$ cat src/rtl/dmem_rr_arbiter.sv
// -----------------------------------------------------------------------------
// dmem_rr_arbiter
//
// Round-robin arbiter that lets CORE_COUNT cores share one single-port data
// memory with a 1-cycle synchronous read. The arbiter drives the memory write
// enable, address and write data combinationally from the current winner.
// It registers the returned read word and pulses a per-core read-valid.
//
// Optional feature (macro DMEM_ARB_LOCK_EN):
//   Adds the reqLock input. A winner accepted with reqLock set locks the
//   arbiter to itself, so it can run atomic read-modify-write sequences.
//
// Lock FSM (present only with DMEM_ARB_LOCK_EN):
//   state    | meaning
//   S_OPEN   | normal round-robin arbitration over all requesters
//   S_LOCKED | only r_owner may be granted; pointer frozen at r_owner+1
//
// Ports:
//   clk         system clock, rising edge
//   rstN        asynchronous active-low reset
//   req         per-core request, held until granted
//   reqWrEn     per-core write (1) / read (0)
//   reqAddr     packed per-core address, core i at [i*ADDR_WIDTH +: ADDR_WIDTH]
//   reqData     packed per-core write data, core i at [i*DATA_WIDTH +: DATA_WIDTH]
//   reqLock     per-core lock request (DMEM_ARB_LOCK_EN only)
//   gnt         one-hot or zero combinational grant
//   rdValid     one-cycle pulse to the core whose read data is on rdData
//   rdData      registered read data, shared by all cores
//   memWrEn     memory write enable
//   memAddr     memory address
//   memDataIn   memory write data
//   memDataOut  memory registered read data
// -----------------------------------------------------------------------------
module dmem_rr_arbiter #(
  parameter int CORE_COUNT = 4,
  parameter int DATA_WIDTH = 12,
  parameter int ADDR_WIDTH = 12
) (
  input  logic                             clk,
  input  logic                             rstN,
  input  logic [CORE_COUNT-1:0]            req,
  input  logic [CORE_COUNT-1:0]            reqWrEn,
  input  logic [CORE_COUNT*ADDR_WIDTH-1:0] reqAddr,
  input  logic [CORE_COUNT*DATA_WIDTH-1:0] reqData,
`ifdef DMEM_ARB_LOCK_EN
  input  logic [CORE_COUNT-1:0]            reqLock,
`endif
  output logic [CORE_COUNT-1:0]            gnt,
  output logic [CORE_COUNT-1:0]            rdValid,
  output logic [DATA_WIDTH-1:0]            rdData,
  output logic                             memWrEn,
  output logic [ADDR_WIDTH-1:0]            memAddr,
  output logic [DATA_WIDTH-1:0]            memDataIn,
  input  logic [DATA_WIDTH-1:0]            memDataOut
);

  localparam int PW = (CORE_COUNT > 1) ? $clog2(CORE_COUNT) : 1;

  logic [PW-1:0]           r_ptr;
  logic                    r_s1_valid;
  logic [CORE_COUNT-1:0]   r_s1_owner;
  logic                    r_s2_valid;
  logic [CORE_COUNT-1:0]   r_s2_owner;
  logic [DATA_WIDTH-1:0]   r_rd_data;

  logic [CORE_COUNT-1:0]   w_req_eff;
  logic                    w_found;
  logic [PW-1:0]           w_win;
  logic [CORE_COUNT-1:0]   w_gnt;
  logic                    w_rd_accept;
  logic [PW-1:0]           w_ptr_nxt;

  logic [ADDR_WIDTH-1:0]   w_addr_arr [CORE_COUNT];
  logic [DATA_WIDTH-1:0]   w_data_arr [CORE_COUNT];

  for (genvar g = 0; g < CORE_COUNT; g++) begin : g_unpack
    assign w_addr_arr[g] = reqAddr[g*ADDR_WIDTH +: ADDR_WIDTH];
    assign w_data_arr[g] = reqData[g*DATA_WIDTH +: DATA_WIDTH];
  end

  function automatic logic [PW-1:0] wrap_idx(input logic [PW-1:0] base, input int off);
    return PW'((int'(base) + off) % CORE_COUNT);
  endfunction

`ifdef DMEM_ARB_LOCK_EN
  typedef enum logic {
    S_OPEN   = 1'b0,
    S_LOCKED = 1'b1
  } lock_state_t;

  lock_state_t           r_state;
  lock_state_t           w_state_nxt;
  logic [PW-1:0]         r_owner;
  logic [PW-1:0]         w_owner_nxt;
  logic [CORE_COUNT-1:0] w_owner_oh;

  assign w_owner_oh = CORE_COUNT'(1) << r_owner;
  assign w_req_eff  = (r_state == S_LOCKED) ? (req & w_owner_oh) : req;

  always_ff @(posedge clk or negedge rstN) begin
    if (!rstN) begin
      r_state <= S_OPEN;
      r_owner <= '0;
    end else begin
      r_state <= w_state_nxt;
      r_owner <= w_owner_nxt;
    end
  end

  always_comb begin
    w_state_nxt = r_state;
    w_owner_nxt = r_owner;
    case (r_state)
      S_OPEN: begin
        if (w_found && reqLock[w_win]) begin
          w_state_nxt = S_LOCKED;
          w_owner_nxt = w_win;
        end
      end
      S_LOCKED: begin
        // Owner dropping req releases the lock even though nothing is accepted.
        if (!req[r_owner] || (w_found && !reqLock[r_owner])) begin
          w_state_nxt = S_OPEN;
        end
      end
      default: w_state_nxt = S_OPEN;
    endcase
  end
`else
  assign w_req_eff = req;
`endif

  // First set bit at or above the pointer, wrapping. Iterating from the far
  // end downward lets the nearest requester overwrite the result last.
  always_comb begin
    w_found = 1'b0;
    w_win   = '0;
    for (int k = CORE_COUNT - 1; k >= 0; k--) begin
      if (w_req_eff[wrap_idx(r_ptr, k)]) begin
        w_found = 1'b1;
        w_win   = wrap_idx(r_ptr, k);
      end
    end
  end

  assign w_gnt       = w_found ? (CORE_COUNT'(1) << w_win) : '0;
  assign w_rd_accept = w_found & ~reqWrEn[w_win];
  assign w_ptr_nxt   = (w_win == PW'(CORE_COUNT - 1)) ? '0 : w_win + PW'(1);

  assign gnt       = w_gnt;
  assign memWrEn   = w_found & reqWrEn[w_win];
  assign memAddr   = w_found ? w_addr_arr[w_win] : '0;
  assign memDataIn = w_found ? w_data_arr[w_win] : '0;

  // The pointer moves to winner+1 on every acceptance. While locked the
  // winner is always the owner, so the pointer already sits at owner+1 and
  // stays there; a release by req drop therefore needs no extra update.
  always_ff @(posedge clk or negedge rstN) begin
    if (!rstN) begin
      r_ptr      <= '0;
      r_s1_valid <= 1'b0;
      r_s1_owner <= '0;
      r_s2_valid <= 1'b0;
      r_s2_owner <= '0;
      r_rd_data  <= '0;
    end else begin
      if (w_found) begin
        r_ptr <= w_ptr_nxt;
      end
      r_s1_valid <= w_rd_accept;
      r_s1_owner <= w_gnt;
      r_s2_valid <= r_s1_valid;
      r_s2_owner <= r_s1_owner;
      // Memory word for a stage-1 read is on memDataOut during this cycle.
      if (r_s1_valid) begin
        r_rd_data <= memDataOut;
      end
    end
  end

  assign rdValid = r_s2_valid ? r_s2_owner : '0;
  assign rdData  = r_rd_data;

endmodule
$ cat config.mk
export PLATFORM = sky130hd
export DESIGN_NAME = dmem_rr_arbiter
export DESIGN_NICKNAME = d
export VERILOG_FILES = /design/src/rtl/dmem_rr_arbiter.sv
export SDC_FILE = /design/constraint.sdc
export NUM_CORES = 1
export LEC_CHECK = 0
export CORE_MARGIN = 4
export CORE_UTILIZATION = 30
export CTS_CLUSTER_DIAMETER = 60
export DETAILED_ROUTE_END_ITERATION = 8
export GPL_ROUTABILITY_DRIVEN = 0
export GPL_TIMING_DRIVEN = 0
export PLACE_DENSITY = 0.84
export SLEW_MARGIN = 5
export SYNTH_ARGS = -nofsm -noshare
export SYNTH_HDL_FRONTEND = slang
export SYNTH_SLANG_ARGS = --single-unit
$ cat constraint.sdc
create_clock -name clk -period 2.12 [get_ports clk]
set_input_delay 0.424 -clock clk [delete_from_list [all_inputs] [get_ports clk]]
set_output_delay 0.424 -clock clk [all_outputs]
set_load 0.02 [all_outputs]
==> Word level (Yosys, flattened, before mapping) <==
Index checks and enable logic that the tools add are counted.
{ "totals": {"out_inout_bits": 45, "ff_bits": 24, "inputBits": 118, "word_cells": 51} }
{ "op_classes": {"eq_ne": 1, "add_sub_neg": 4, "n_lt_le_gt_ge": 6, "muxes": 29, "bitwise": 4, "shift": 1} }
{ "op_table": {"columns": ["operator", "count"], "rows": [
  ["12-bit two-way mux", 6],
  ["12-bit binary-select mux with 2-bit select", 2],
  ["2-bit by 3-bit < comparator with 1-bit output, second input constant", 5],
  ["1-bit binary-select mux with 2-bit select", 5],
  ["2-bit two-way mux", 5],
  ["1-bit two-way mux", 9],
  ["4-bit two-way mux", 2],
  ["2-bit by 1-bit adder with 2-bit output, second input constant", 2],
  ["2-bit adder, second input constant", 2],
  ["1-bit by 2-bit << shifter with 4-bit output, first input constant", 1],
  ["3-bit greater-or-equal comparator, second input constant", 1],
  ["2-bit NOT with 3-bit output", 1],
  ["1-bit AND", 2],
  ["2-bit equality test, second input constant", 1],
  ["1-bit NOT", 1]
]} }

==> Longest topological paths before layout <==
Gate-level depths: netlist of run 1.
{ "depth": {"ltp_word": 12, "depth_mapped": 8, "ltp_nobuf": 7} }

==> Least setup slack after synthesis of run 1 <==
OpenSTA, ideal clock, no wires.
{ "synth_path": {"path_type": "in2out", "from": "in req[2]", "to": "out memAddr[0]", "t_required_ns": 1.696, "stages": 6, "path_slack_ns": 0.044, "path_buffers": 2, "t_arrival_ns": 1.652, "cell_sequence": "nor2b_1 > o32a_1 > buf_4 > buf_6 > mux2i_1 > o22ai_1"} }
{ "synth_via": {"elab_chain_len": 11, "elab_cells_between_ends": 21} }
{ "synth_lines": {"columns": ["item", "line", "text"], "rows": [
  ["start: declaration", "41", "input logic [CORE_COUNT-1:0] req,"],
  ["1-bit binary-select mux with 2-bit select", "139", "if (w_req_eff[wrap_idx(r_ptr, k)]) begin"],
  ["1-bit two-way mux (implied by the code)", "139", null],
  ["2-bit two-way mux (4 in a row)", "139", null],
  ["2-bit NOT with 3-bit output (implied by the code)", "152", "assign memAddr = w_found ? w_addr_arr[w_win] : '0;"],
  ["12-bit binary-select mux with 2-bit select", "152", null],
  ["12-bit two-way mux (implied by the code) (2 in a row)", "152", null],
  ["12-bit two-way mux (*)", "152", null],
  ["end: declaration", "52", "output logic [ADDR_WIDTH-1:0] memAddr,"]
]} }
Every way passes the cells marked *; elsewhere a longest branch is shown, timed or not. The select of a mux whose other input is x is not followed.

==> Worst setup path in the final report of run 1 <==
{ "layout_path": {"from": "in req[2]", "to": "out memAddr[4]"} }
Same word-level chain as after synthesis.

==> results of run 1 <==
## cell type report
class                           count  area (sq um)
Buffer                             12           178
Clock inverter                      1          30.0
Clock buffer                        3          41.3
Fill cell                         459          1810
Timing Repair Buffer              169          1630
Sequential cell                    24           601
Inverter                            3          11.3
Multi-Input combinational cell    117          1120
Tap cell                           72          90.1
## report_power, final
group / switching, uW / internal (uW)
clock: 130 / 252
sequential: 101 / 669
combinational: 1520 / 1680
total: 1750 / 2600
## metal layers
| metal | part of all wire | vias to the layer above |
|---|---|---|
| li1 | - | 941 |
| met1 | 0.36 | 903 |
| met2 | 0.53 | 103 |
| met3 | 0.096 | 8 |
| met4 | 0.016 | 0 |
| met5 | 0 | - |
## per-stage QoR
step,TNS (ns),cells,power (uW)
after floorplan,0,156,2370
after global placement,-30.74,390,3620
after detailed placement,-31.91,390,3670
after CTS,-4.18,399,4130
after global routing,-6.80,401,4610
final,-3.77,401,4350
## logic make-up (layout without fill, tap and decap cells)
family / Yosys count / count (layout)
buffers and inverters: 15 / 188
adders and majority gates: 4 / 4
and+or+nand+nor: 18 / 18
DFF: 24 / 24
muxes: 62 / 62
AOI/OAI and AO/OA: 33 / 33
## worst register-to-register path, stage by stage (launching register included)
cell and delay, ns:
dfrtp_1 0.37, a21oi_2 0.06, o32a_1 0.37, buf_12 0.17
buf_12 0.15, buf_6 0.11, ha_4 0.20, nand2_1 0.05
nand2_1 0.05
## flip-flops by register name (all words and copies together) (netlist names)
signal      flops
r_s1_valid      1
rdData         12
r_s1_owner      4
r_s2_owner      4
r_s2_valid      1
r_ptr           2
## timing repair
action,in CTS,in global routing
setup buffers,4,1
endpoints found under the hold margin,0,0
cloned,1,1
pin swaps,4,6
endpoints found under the setup margin,29,29
resized for setup,181,31
## placed cells by master, fill, tap and decap left out, types with 3 or more instances in the layout
master / n
clkdlybuf4s50_1: 129
mux2i_1: 47
o22ai_1: 24
dfrtp_1: 24
buf_4: 18
mux2_2: 12
buf_2: 12
buf_6: 11
buf_12: 6
and2_4: 4
and2_1: 4
nand2_1: 3
clkbuf_8: 3
## worst max-delay path by stage
stage               depth (start not counted)  startpoint      endpoint  slack, ns
global placement                            9      req[1]        gnt[0]      -1.15
detailed placement                          9      req[1]        gnt[2]      -1.22
finish                                      8      req[2]    memAddr[4]      -0.18
floorplan                                   6      req[2]    memAddr[0]       0.04
global route                                7    r_ptr[0]  memDataIn[3]      -0.28
CTS                                         7    r_ptr[1]       memWrEn      -0.18
==> run summary, run 1 <==
Total GRT Usage -> 0.184
Final ANT Viol Nets -> 0
Core box area -> 5510 sq um
Largest family of logic cells by synthesized area -> multiplexers
Vias in the first global route -> 2106
CTS max path bufs -> 2
Hold Path Cell Cnt -> 0
Net count, final -> 452
Tcrit/Tclk final -> 1.08
Post-Layout Inst Area -> 3700 sq um
Post-Synth Simple-Gate Area -> 0.0608
Area Overhead vs Synth -> 117%
Cell taking the most area after synthesis -> dfrtp_1
Compound-Gate Fraction of Synth Area -> 0.124
GR met2 Demand/Resource -> 0.360
Hold path start -> r_s1_owner[3]
Least-Margin Pin Slew -> 1.00 ns
Via count -> 1955
Mean post-synth cell area -> 11.0 sq um
DRT iter0 DRCs -> 32
Post-Place Worst Slack -> -1.22 ns
Global-route wire length before repair -> 10300 um
R2r worst-path depth -> 8
Top cell type's share of synthesized area -> 0.351
Min-Delay Path Class -> flip-flop to flip-flop
Final WL -> 6700 um
IO Port Bufs -> 162
Routed len/inst -> 16.7 um
EDFF count, synth -> 0
Leakage power -> 0.00162 uW
Worst r2r dst -> r_ptr[1]
# DRC -> 0
Drt pass-1 iters -> 4
Fraction of layout cells with a size suffix above 1 -> 0.264
CP delay by family, top -> buffers and inverters
Crit-path max FO -> 8
Die H -> 83.5 um
Yosys reg bits -> 24
Ys flop type -> dfrtp_1
Hold WS -> 0.355 ns
Post-DP HPWL -> 5510 um
Crit-path slowest cell -> o32a_1
Buf/Inv on CP -> 4
Multiplexer area fraction after synthesis -> 0.372
Slew HR -> 0.329
Pin count of the biggest net entering global routing -> 25
Violated checks -> setup timing
FF-to-FF Start -> r_ptr[1]
Syn Std Cell Area -> 1710 sq um
Max Cap Viol -> 0
Total clock buffers created by CTS -> 3
Initial antenna violation count -> 0
Fmax -> 0.436 GHz
CP cell instances -> buf_2 > nor2b_2 > o32a_1 > buf_12 > buf_12 > mux2i_1 > o22ai_1 > buf_4
Cell count after synthesis -> 156
Synth Area in XOR/XNOR -> 0
Max-slew violations -> 0
Tmin final -> 2.30 ns
Ys Warns -> 0
Final WS setup -> -0.176 ns
Status -> finished with violations
IO Pins -> 163
Kind of critical path -> primary input to primary output
Maximum VDD drop -> 0.580 mV
Die ar. -> 6970 sq um
Pwr/cell area -> 1180 nW/um^2
Dpl cell area -> 3420 sq um
Vias per cell -> 4.88
CTS tree -> built
Part of the Yosys area used for sequential elements -> 0.351
Worst skew pair latency -> 0.26 ns
Final Skew -> 0.00592 ns
Initial core utilization -> 0.310
Top cells by area, synth -> dfrtp_1, mux2i_1, o22ai_1
Synth async-reset ratio -> 1.00
Die X -> 83.5 um
Ant. Diodes -> 0
Synth Area in Adders -> 0.0293
Root buffer cell -> clkbuf_8
Util after Layout -> 0.672
Met1 GRT Util -> 0.179
Clock-pin slew on the worst setup and hold paths -> 0.08 ns
Hold buffers post-CTS -> 0
Flop2flop setup slack -> 0.49 ns
GR peak layer -> met2
Max stage delay on crit path -> 0.33 ns
Routing usage on met3 -> 0.0652
Top-count cell post-synth -> mux2i_1
Clk sinks -> 24
H-tree depth -> 1
Final hold violations -> 0
RSZ-0062 raised after global routing -> true
Setup crit start kind -> primary input
Hold Path Sink -> r_s2_owner[3]
Cell repeated most along the worst path -> buf_12
Crit. End Element -> primary output
# rows -> 27
Mapped Nets -> 278
Synth top cells by count -> mux2i_1, o22ai_1, dfrtp_1
Total grt overflow -> 0
# setup viols final -> 29
CP Data Arrival Time -> 1.87 ns
Count of cell types in the netlist -> 24
Critical Path RT -> 1.70 ns
No activity file was read; power rests on OpenSTA's default activity.
==> run 2: changes to the inputs <==
- SKIP_CTS_REPAIR_TIMING: default -> 1
==> run 2 against run 1 <==
Against the previous run: the flow still finishes with violations (setup timing); cell count unchanged; utilization down 0.91 points; setup slack worse by 0.056 ns; critical path depth unchanged; critical path type unchanged; highest routed layer unchanged.
==> run summary, run 2 (synthesis results as in run 1) <==
Status -> finished with violations
Violated checks -> setup timing
Ant. Diodes -> 0 (unchanged)
Leakage power -> 0.00162 uW (+0.37%)
Crit-path max FO -> 10 (+2)
Min-Delay Path Class -> flip-flop to flip-flop
# rows -> 27 (unchanged)
Slew HR -> 0.330 (+0.000464)
Commonest non-fill, non-tap cell in the layout -> clkdlybuf4s50_1
Least-Margin Pin Slew -> 1.00 ns (-0.000694 ns)
Setup crit start kind -> primary input
Total GRT Usage -> 0.176 (-0.00784)
Routed len/inst -> 16.5 um (-0.98%)
Fmax -> 0.425 GHz (-2.4%)
Hold path start -> r_s1_owner[3]
Global-route wire length before repair -> 9890 um (-3.9%)
IO Pins -> 163 (unchanged)
Initial antenna violation count -> 0 (unchanged)
Hold Path Cell Cnt -> 0 (unchanged)
Core box area -> 5510 sq um (unchanged)
Max Cap Viol -> 0 (unchanged)
Final WL -> 6640 um (-0.98%)
Total grt overflow -> 0 (unchanged)
Initial core utilization -> 0.310 (unchanged)
Fraction of layout cells with a size suffix above 1 -> 0.249 (-0.0152)
Tcrit/Tclk final -> 1.11 (+0.0266)
Drt pass-1 iters -> 3 (-1)
CP Data Arrival Time -> 1.93 ns (+0.06 ns)
Area Overhead vs Synth -> 114%
Die ar. -> 6970 sq um (unchanged)
CTS max path bufs -> 2 (unchanged)
# DRC -> 0 (unchanged)
Vias per cell -> 4.83 (-1.0%)
Net count, final -> 452 (unchanged)
Final WS setup -> -0.232 ns (-0.0564 ns)
IO Port Bufs -> 162 (unchanged)
R2r worst-path depth -> 9 (+1)
Clock-pin slew on the worst setup and hold paths -> 0.08 ns (about the same)
FF-to-FF Start -> r_ptr[0]
Maximum VDD drop -> 0.577 mV (-0.55%)
Clk sinks -> 24 (unchanged)
Vias in the first global route -> 1998 (-5.1%)
GR peak layer -> met2
GR met2 Demand/Resource -> 0.335 (-0.0248)
Via count -> 1935 (-1.0%)
Post-Layout Inst Area -> 3650 sq um (-1.4%)
Final Skew -> 0.00385 ns (-0.00206 ns)
Pwr/cell area -> 1160 nW/um^2 (-0.94%)
RSZ-0062 raised after global routing -> true
Max-slew violations -> 0 (unchanged)
CTS tree -> built
Die X -> 83.5 um (unchanged)
H-tree depth -> 1 (unchanged)
Met1 GRT Util -> 0.176 (-0.00304)
Largest register FFs -> 12 (unchanged)
Post-Place Worst Slack -> -1.22 ns (unchanged)
Tot Pwr -> 4250 uW (-2.3%)
DRT iter0 DRCs -> 33 (+3.1%)
Final hold violations -> 0 (unchanged)
Crit. End Element -> primary output
Kind of critical path -> primary input to primary output
Routing usage on met3 -> 0.0701 (+0.00494)
Dpl cell area -> 3420 sq um (unchanged)
Worst setup path start -> req[2]
Pin count of the biggest net entering global routing -> 25 (unchanged)
Post-DP HPWL -> 5510 um (unchanged)
Root buffer cell -> clkbuf_8
Critical Path RT -> 1.70 ns (about the same)
# setup viols final -> 29 (unchanged)
Most frequent cells in the layout -> clkdlybuf4s50_1, mux2i_1, buf_4
Total clock buffers created by CTS -> 3 (unchanged)
Tmin final -> 2.35 ns (+0.0564 ns)
Final ANT Viol Nets -> 0 (unchanged)
Worst skew pair latency -> 0.26 ns (about the same)
Die H -> 83.5 um (unchanged)
==> run 2: cell count changes in the layout (fill, tap and decap cells not counted), sizes merged <==
cell	change
buf	-5
clkinv	+1
inv	-1
dlymetal6s2s	+3
clkbuf	+2
==> run 2: path summary, 6_finish.rpt <==
check	end	slack, ns
worst max-delay path	memAddr[11]	-0.23
worst min-delay path	r_s2_owner[3]	0.36
worst max register to register	r_s1_owner[1]	0.42
worst min register to register	r_s2_owner[3]	0.36
max in group asynchronous	r_ptr[1]	0.73
min in group asynchronous	rdData[7]	0.71
==> run 2: worst max-delay path, stage by stage <==
cell and delay (ns):
dlymetal6s2s_1 0.16, nor2b_4 0.15, o32a_1 0.34, buf_6 0.17, buf_12 0.16, mux2i_1 0.12
o22ai_1 0.22, buf_4 0.18
==> run 2: stage by stage <==
stage,hold slack [ns],utilization,instances,TNS (ns)
CTS,0.354,0.634,394,-31.32
finish,0.356,0.663,401,-4.83
global route,0.362,0.663,401,-8.14
floorplan,0.128,-,156,0
detailed placement,0.336,0.621,390,-31.91
global placement,0.332,0.621,390,-30.74
==> run 2: final cells by class <==
| type | count | area (sq um) |
|---|---|---|
| fillers | 461 | 1860 |
| plain buffers | 12 | 165 |
| repair buffers | 169 | 1620 |
| multi-input cells | 117 | 1080 |
| inverters | 3 | 23.8 |
| flip-flops and latches | 24 | 602 |
| clock buffers | 3 | 41.3 |
| clock inverters | 1 | 30.0 |
| well taps | 72 | 90.1 |
==> run 2: routing by layer <==
metal,vias up,wire length [um]
met4,0,95
li1,944,-
met2,103,3530
met1,880,2330
met5,-,0
met3,8,690
==> run 2: where the power goes <==
| group | leakage, uW | switching [uW] | internal (uW) |
|---|---|---|---|
| clock network | 0.0000357 | 132 | 252 |
| registers | 0.000290 | 112 | 671 |
| logic | 0.00130 | 1480 | 1600 |
| total | 0.00162 | 1720 | 2530 |
==> run 3: changes to the inputs <==
- PLACE_DENSITY: 0.84 -> 0.8
- SETUP_SLACK_MARGIN: default -> 0.2
- TNS_END_PERCENT: default -> 10
==> run 3 against run 2 <==
Against the previous run: the flow still finishes with violations (setup timing); setup slack lost 0.037 ns; sequential share of layout area shrank 1.1 points; clock skew shrank 0.0012 ns; cell count grew 0.25%; critical path type is now flip-flop to primary output; largest cell class unchanged.
==> run summary, run 3 (synthesis results as in run 1) <==
Status -> finished with violations
Violated checks -> setup timing
# setup viols final -> 29 (unchanged)
Critical Path RT -> 1.70 ns (about the same)
Commonest non-fill, non-tap cell in the layout -> clkdlybuf4s50_1
Max stage delay on crit path -> 0.40 ns (+0.06 ns)
IO Port Bufs -> 162 (unchanged)
Clk sinks -> 24 (unchanged)
CP cell instances -> buf_6 > nor2b_4 > o32a_1 > buf_12 > buf_12 > inv_1 > ha_1 > and2_2 > buf_2
Dpl cell area -> 3630 sq um (+6.2%)
Hold path start -> r_s1_owner[3]
Die ar. -> 6970 sq um (unchanged)
Buf/Inv on CP -> 5 (+1)
Total clock buffers created by CTS -> 3 (unchanged)
Core box area -> 5510 sq um (unchanged)
Vias per cell -> 4.85 (+0.58%)
Max Cap Viol -> 0 (unchanged)
R2r worst-path depth -> 8 (-1)
Area Overhead vs Synth -> 129%
Routed len/inst -> 17.1 um (+3.5%)
Pin count of the biggest net entering global routing -> 25 (unchanged)
Die H -> 83.5 um (unchanged)
# DRC -> 0 (unchanged)
Net count, final -> 453 (+0.22%)
Cell repeated most along the worst path -> buf_12
IO Pins -> 163 (unchanged)
Hold Path Cell Cnt -> 0 (unchanged)
Final WS setup -> -0.270 ns (-0.0373 ns)
Initial core utilization -> 0.310 (unchanged)
Worst skew pair latency -> 0.26 ns (about the same)
Setup Total Neg Slack -> -6.49 ns (-1.67 ns)
Global-route wire length before repair -> 9690 um (-2.0%)
Fraction of layout cells with a size suffix above 1 -> 0.361 (+0.111)
Hold Path Sink -> r_s2_owner[3]
Initial antenna violation count -> 0 (unchanged)
H-tree depth -> 1 (unchanged)
Fmax -> 0.418 GHz (-1.6%)
Worst r2r dst -> r_ptr[1]
Total GRT Usage -> 0.171 (-0.00475)
Slew HR -> 0.311 (-0.0185)
# rows -> 27 (unchanged)
CTS max path bufs -> 2 (unchanged)
Root buffer cell -> clkbuf_8
RSZ-0062 raised after global routing -> true
Post-DP HPWL -> 5330 um (-3.2%)
DRT iter0 DRCs -> 69 (+110%)
Min-Delay Path Class -> flip-flop to flip-flop
Final hold violations -> 0 (unchanged)
Final Skew -> 0.00265 ns (-0.00120 ns)
Ant. Diodes -> 0 (unchanged)
Total grt overflow -> 0 (unchanged)
Maximum VDD drop -> 0.671 mV (+16%)
CTS tree -> built
Post-Layout Inst Area -> 3910 sq um (+7.0%)
Drt pass-1 iters -> 4 (+1)
Largest register FFs -> 12 (unchanged)
Via count -> 1951 (+0.83%)
Vias in the first global route -> 1939 (-3.0%)
Final ANT Viol Nets -> 0 (unchanged)
Tmin final -> 2.39 ns (+0.0373 ns)
Leakage power -> 0.00170 uW (+4.5%)
CP delay by family, top -> buffers and inverters
Crit-path max FO -> 9 (-1)
Pwr/cell area -> 1180 nW/um^2 (+1.4%)
Setup crit start kind -> flip-flop
Final WL -> 6890 um (+3.8%)
Flop2flop setup slack -> 0.44 ns (+0.02 ns)
Die X -> 83.5 um (unchanged)
Most frequent cells in the layout -> clkdlybuf4s50_1, mux2i_1, o22ai_2
Crit. End Element -> primary output
Max-slew violations -> 0 (unchanged)
CP Data Arrival Time -> 1.97 ns (+0.04 ns)
Kind of critical path -> flip-flop to primary output
Tot Pwr -> 4610 uW (+8.5%)
Least-Margin Pin Slew -> 1.03 ns (+0.0277 ns)
FF-to-FF Start -> r_ptr[0]
Crit-path slowest cell -> dfrtp_1
Clock-pin slew on the worst setup and hold paths -> 0.08 ns (about the same)
Tcrit/Tclk final -> 1.13 (+0.0176)
==> run 3: changes by cell type in the layout (fill, tap and decap cells not counted), sizes merged <==
cell	before	now
inv	2	3
clkinv	1	0
dlymetal6s2s	3	4
clkbuf	7	17
buf	45	35
==> run 3: layout make-up <==
class,count,area (sq um)
Tap cell,72,90.1
Multi-Input combinational cell,117,1290
Timing Repair Buffer,170,1660
Buffer,12,185
Fill cell,430,1600
Clock buffer,3,41.3
Sequential cell,24,601
Clock inverter,1,30.0
Inverter,3,11.3
==> run 3: how the worst max path moves through the flow <==
stage | from | to | slack [ns] | cells past startpoint
after CTS | req[1] | gnt[2] | -1.10 | 9
after global placement | req[1] | gnt[0] | -1.06 | 9
after floorplan | req[1] | gnt[2] | 0.15 | 7
after global routing | r_ptr[0] | gnt[1] | -0.36 | 9
after detailed placement | req[1] | gnt[1] | -1.09 | 10
final | r_ptr[0] | gnt[1] | -0.27 | 9
==> run 3: layer usage <==
metal	GRT usage	vias to the layer above	wire length [um]
met2	0.309	93	3580
met5	0	-	0
met3	0.0553	10	555
met1	0.198	912	2660
met4	0.0365	0	94
li1	-	936	-
==> run 3: per-stage QoR <==
stage,instances,hold WS (ns),utilization,worst slack (ns)
final,402,0.354,0.709,-0.270
after global routing,402,0.359,0.709,-0.355
after CTS,394,0.356,0.673,-1.10
after detailed placement,390,0.337,0.660,-1.09
after global placement,390,0.335,0.660,-1.06
after floorplan,156,0.128,-,0.149
==> run 3: report_power, final <==
part           switching, uW  leakage [uW]  internal, uW
clock                    138     0.0000357           252
combinational           1620       0.00137          1820
sequential               103      0.000292           669
total                   1870       0.00170          2750
==> variant: new RTL, flow settings as in run 3 <==
Set the parameter `DATA_WIDTH` to 10 (it was 12).
--- a/src/rtl/dmem_rr_arbiter.sv
+++ b/src/rtl/dmem_rr_arbiter.sv
@@ -33,7 +33,7 @@
 // -----------------------------------------------------------------------------
 module dmem_rr_arbiter #(
   parameter int CORE_COUNT = 4,
-  parameter int DATA_WIDTH = 12,
+  parameter int DATA_WIDTH = 10,
   parameter int ADDR_WIDTH = 12
 ) (
   input  logic                             clk,
Interface: changed (resized memDataIn, memDataOut, rdData and reqData); port bits go from 163 to 149. The function was not compared with the original's and may differ.
==> variant against run 3 <==
The run still ends with setup timing left; critical path depth stayed put; hold slack worse by 0.0057 ns; total power is 7.5% lower; setup slack worse by 0.028 ns; final area is 7.6% lower; area after synthesis is 8.2% lower; maximum frequency is 1.2% lower; wire length is 7.8% lower; sequential cell count is 2 lower; global-route usage is 0.85 points higher; critical path type is now in2out; largest power group unchanged.
==> variant: results (changes against run 3) <==
Route:
- The initial DRC count was 27 (-61%).
- The per-cell routed wire length came to 17.1 um (-0.33%).
- The via density per instance is 4.79 (-1.4%).
- The aggregate routed wire length came to 6.35 mm (-7.8%).

Global route:
- The met1 track utilization from global routing was 0.179 (-0.0193).
- The first-pass GRT wire length was 8.93 mm (-7.9%).
- The maximum number of pins on one net before global-route repair was 23 (-8.0%).
- The total routing resource utilization after global routing is 0.180 (+0.00852).
- The via count of the first global-routing pass is 1,883 (-2.9%).

Cells and area:
- The net count of the finished layout came to 415 (-8.4%).
- The number of fillers in the final layout came to 389 (-9.5%).
- The fraction of layout instances using a drive strength above 1 was 0.364 (+0.00363).
- The flip-flop count of the largest register after layout is 10 (-2).

Timing:
- The setup slack of the critical path after layout is -0.298 ns (-0.0285 ns).
- The final setup violation count came to 27 (-6.9%).
- The worst-case clock skew is 0.00459 ns (+0.00194 ns).
- The actual slew at the worst max-slew pin is 0.915 ns (-0.115 ns).

Logic synthesis:
- The number of unique standard cell types used by synthesis came to 23 (-4.2%).
- Ranked by total cell area, the synthesized netlist is headed by sky130_fd_sc_hd__dfrtp_1 35%, sky130_fd_sc_hd__mux2i_1 29%, sky130_fd_sc_hd__o22ai_1 9.2%, sky130_fd_sc_hd__mux2_2 7.9%, sky130_fd_sc_hd__and2_1 3.2%.
- The total nets after synthesis is 256 (-7.9%).
- The sequential fraction of the synthesis area is 0.351 (-0.000514).
- Counting instances in the post-synthesis netlist gives the leading cell types as 46 x sky130_fd_sc_hd__mux2i_1, 23 x sky130_fd_sc_hd__o22ai_1, 22 x sky130_fd_sc_hd__dfrtp_1.
- The average cell area after synthesis is 10.9 um^2 (-0.55%).

Critical path:
- The length in cells of the worst reg-to-reg path is 7 (-1).
- The data arrival time of the worst path is 1.99 ns (+0.02 ns).
- The delay of the slowest cell on the worst path is 0.30 ns (-0.10 ns).
- The slowest stage of the critical path is the sky130_fd_sc_hd__o32a_1 cell.
- The largest driver fanout on the critical path came to 5 (-4).

Status:
- The checks that failed: setup timing.
- The flow ran to the end, but the final reports show violations.

Placement:
- The number of cells in the design after placement is 362 (-7.2%).
- The half-perimeter wire length of the detailed placement result is 5.19 mm (-2.6%).
- The number of port buffers is 148 (-8.6%).

Power and ir drop:
- The leakage power is 1.55 nW (-8.3%).
- The largest voltage drop on the vdd net came to 508 uV (-24%).
variant: logic make-up (layout without fill, tap and decap cells):
logic type      Yosys count  in the layout  synth area share
mux                      57             57             0.372
compound gates           30             30             0.128
flops                    22             22             0.351
simple gates             16             16            0.0614
buf+inv                  15            173            0.0558
fa+ha+maj                 4              4            0.0319
variant: area by class of cell:
type,instances,share of cell area
repair buffers,154,0.432
multi-input cells,107,0.328
flip-flops and latches,22,0.153
plain buffers,12,0.0399
well taps,70,0.0243
clock buffers,3,0.0114
clock inverters,1,0.00832
inverters,3,0.00312
variant: final timing paths:
path,start,end,slack (ns)
setup / recovery,req[2],memDataIn[6],-0.30
hold / removal,r_s1_owner[3]$_DFF_PN0_,r_s2_owner[3]$_DFF_PN0_,0.35
setup reg to reg,r_ptr[1]$_DFFE_PN0P_,r_ptr[1]$_DFFE_PN0P_,0.23
hold reg to reg,r_s1_owner[3]$_DFF_PN0_,r_s2_owner[3]$_DFF_PN0_,0.35
max in group asynchronous,rstN,r_ptr[1]$_DFFE_PN0P_,0.82
min in group asynchronous,rstN,rdData[9]$_DFFE_PN0P_,0.68
variant: per-stage QoR:
stage | setup TNS [ns] | utilization | power [W]
finish | -6.56 | 0.711 | 0.00426
global route | -8.55 | 0.711 | 0.00451
CTS | -31.19 | 0.661 | 0.00394
detailed placement | -31.83 | 0.647 | 0.00354
global placement | -31.86 | 0.647 | 0.00351
floorplan | 0 | - | 0.00236
variant: where the power goes:
part / internal, W / switching [W] / leakage [nW]
Clock: 0.000252 / 0.000125 / 0.0357
Sequential: 0.000614 / 0.0000920 / 0.267
Combinational: 0.00169 / 0.00149 / 1.25
variant: metal layers:
layer	vias up	part of all wire
li1	853	-
met1	822	0.35
met2	95	0.52
met3	11	0.11
met4	0	0.017
met5	-	0
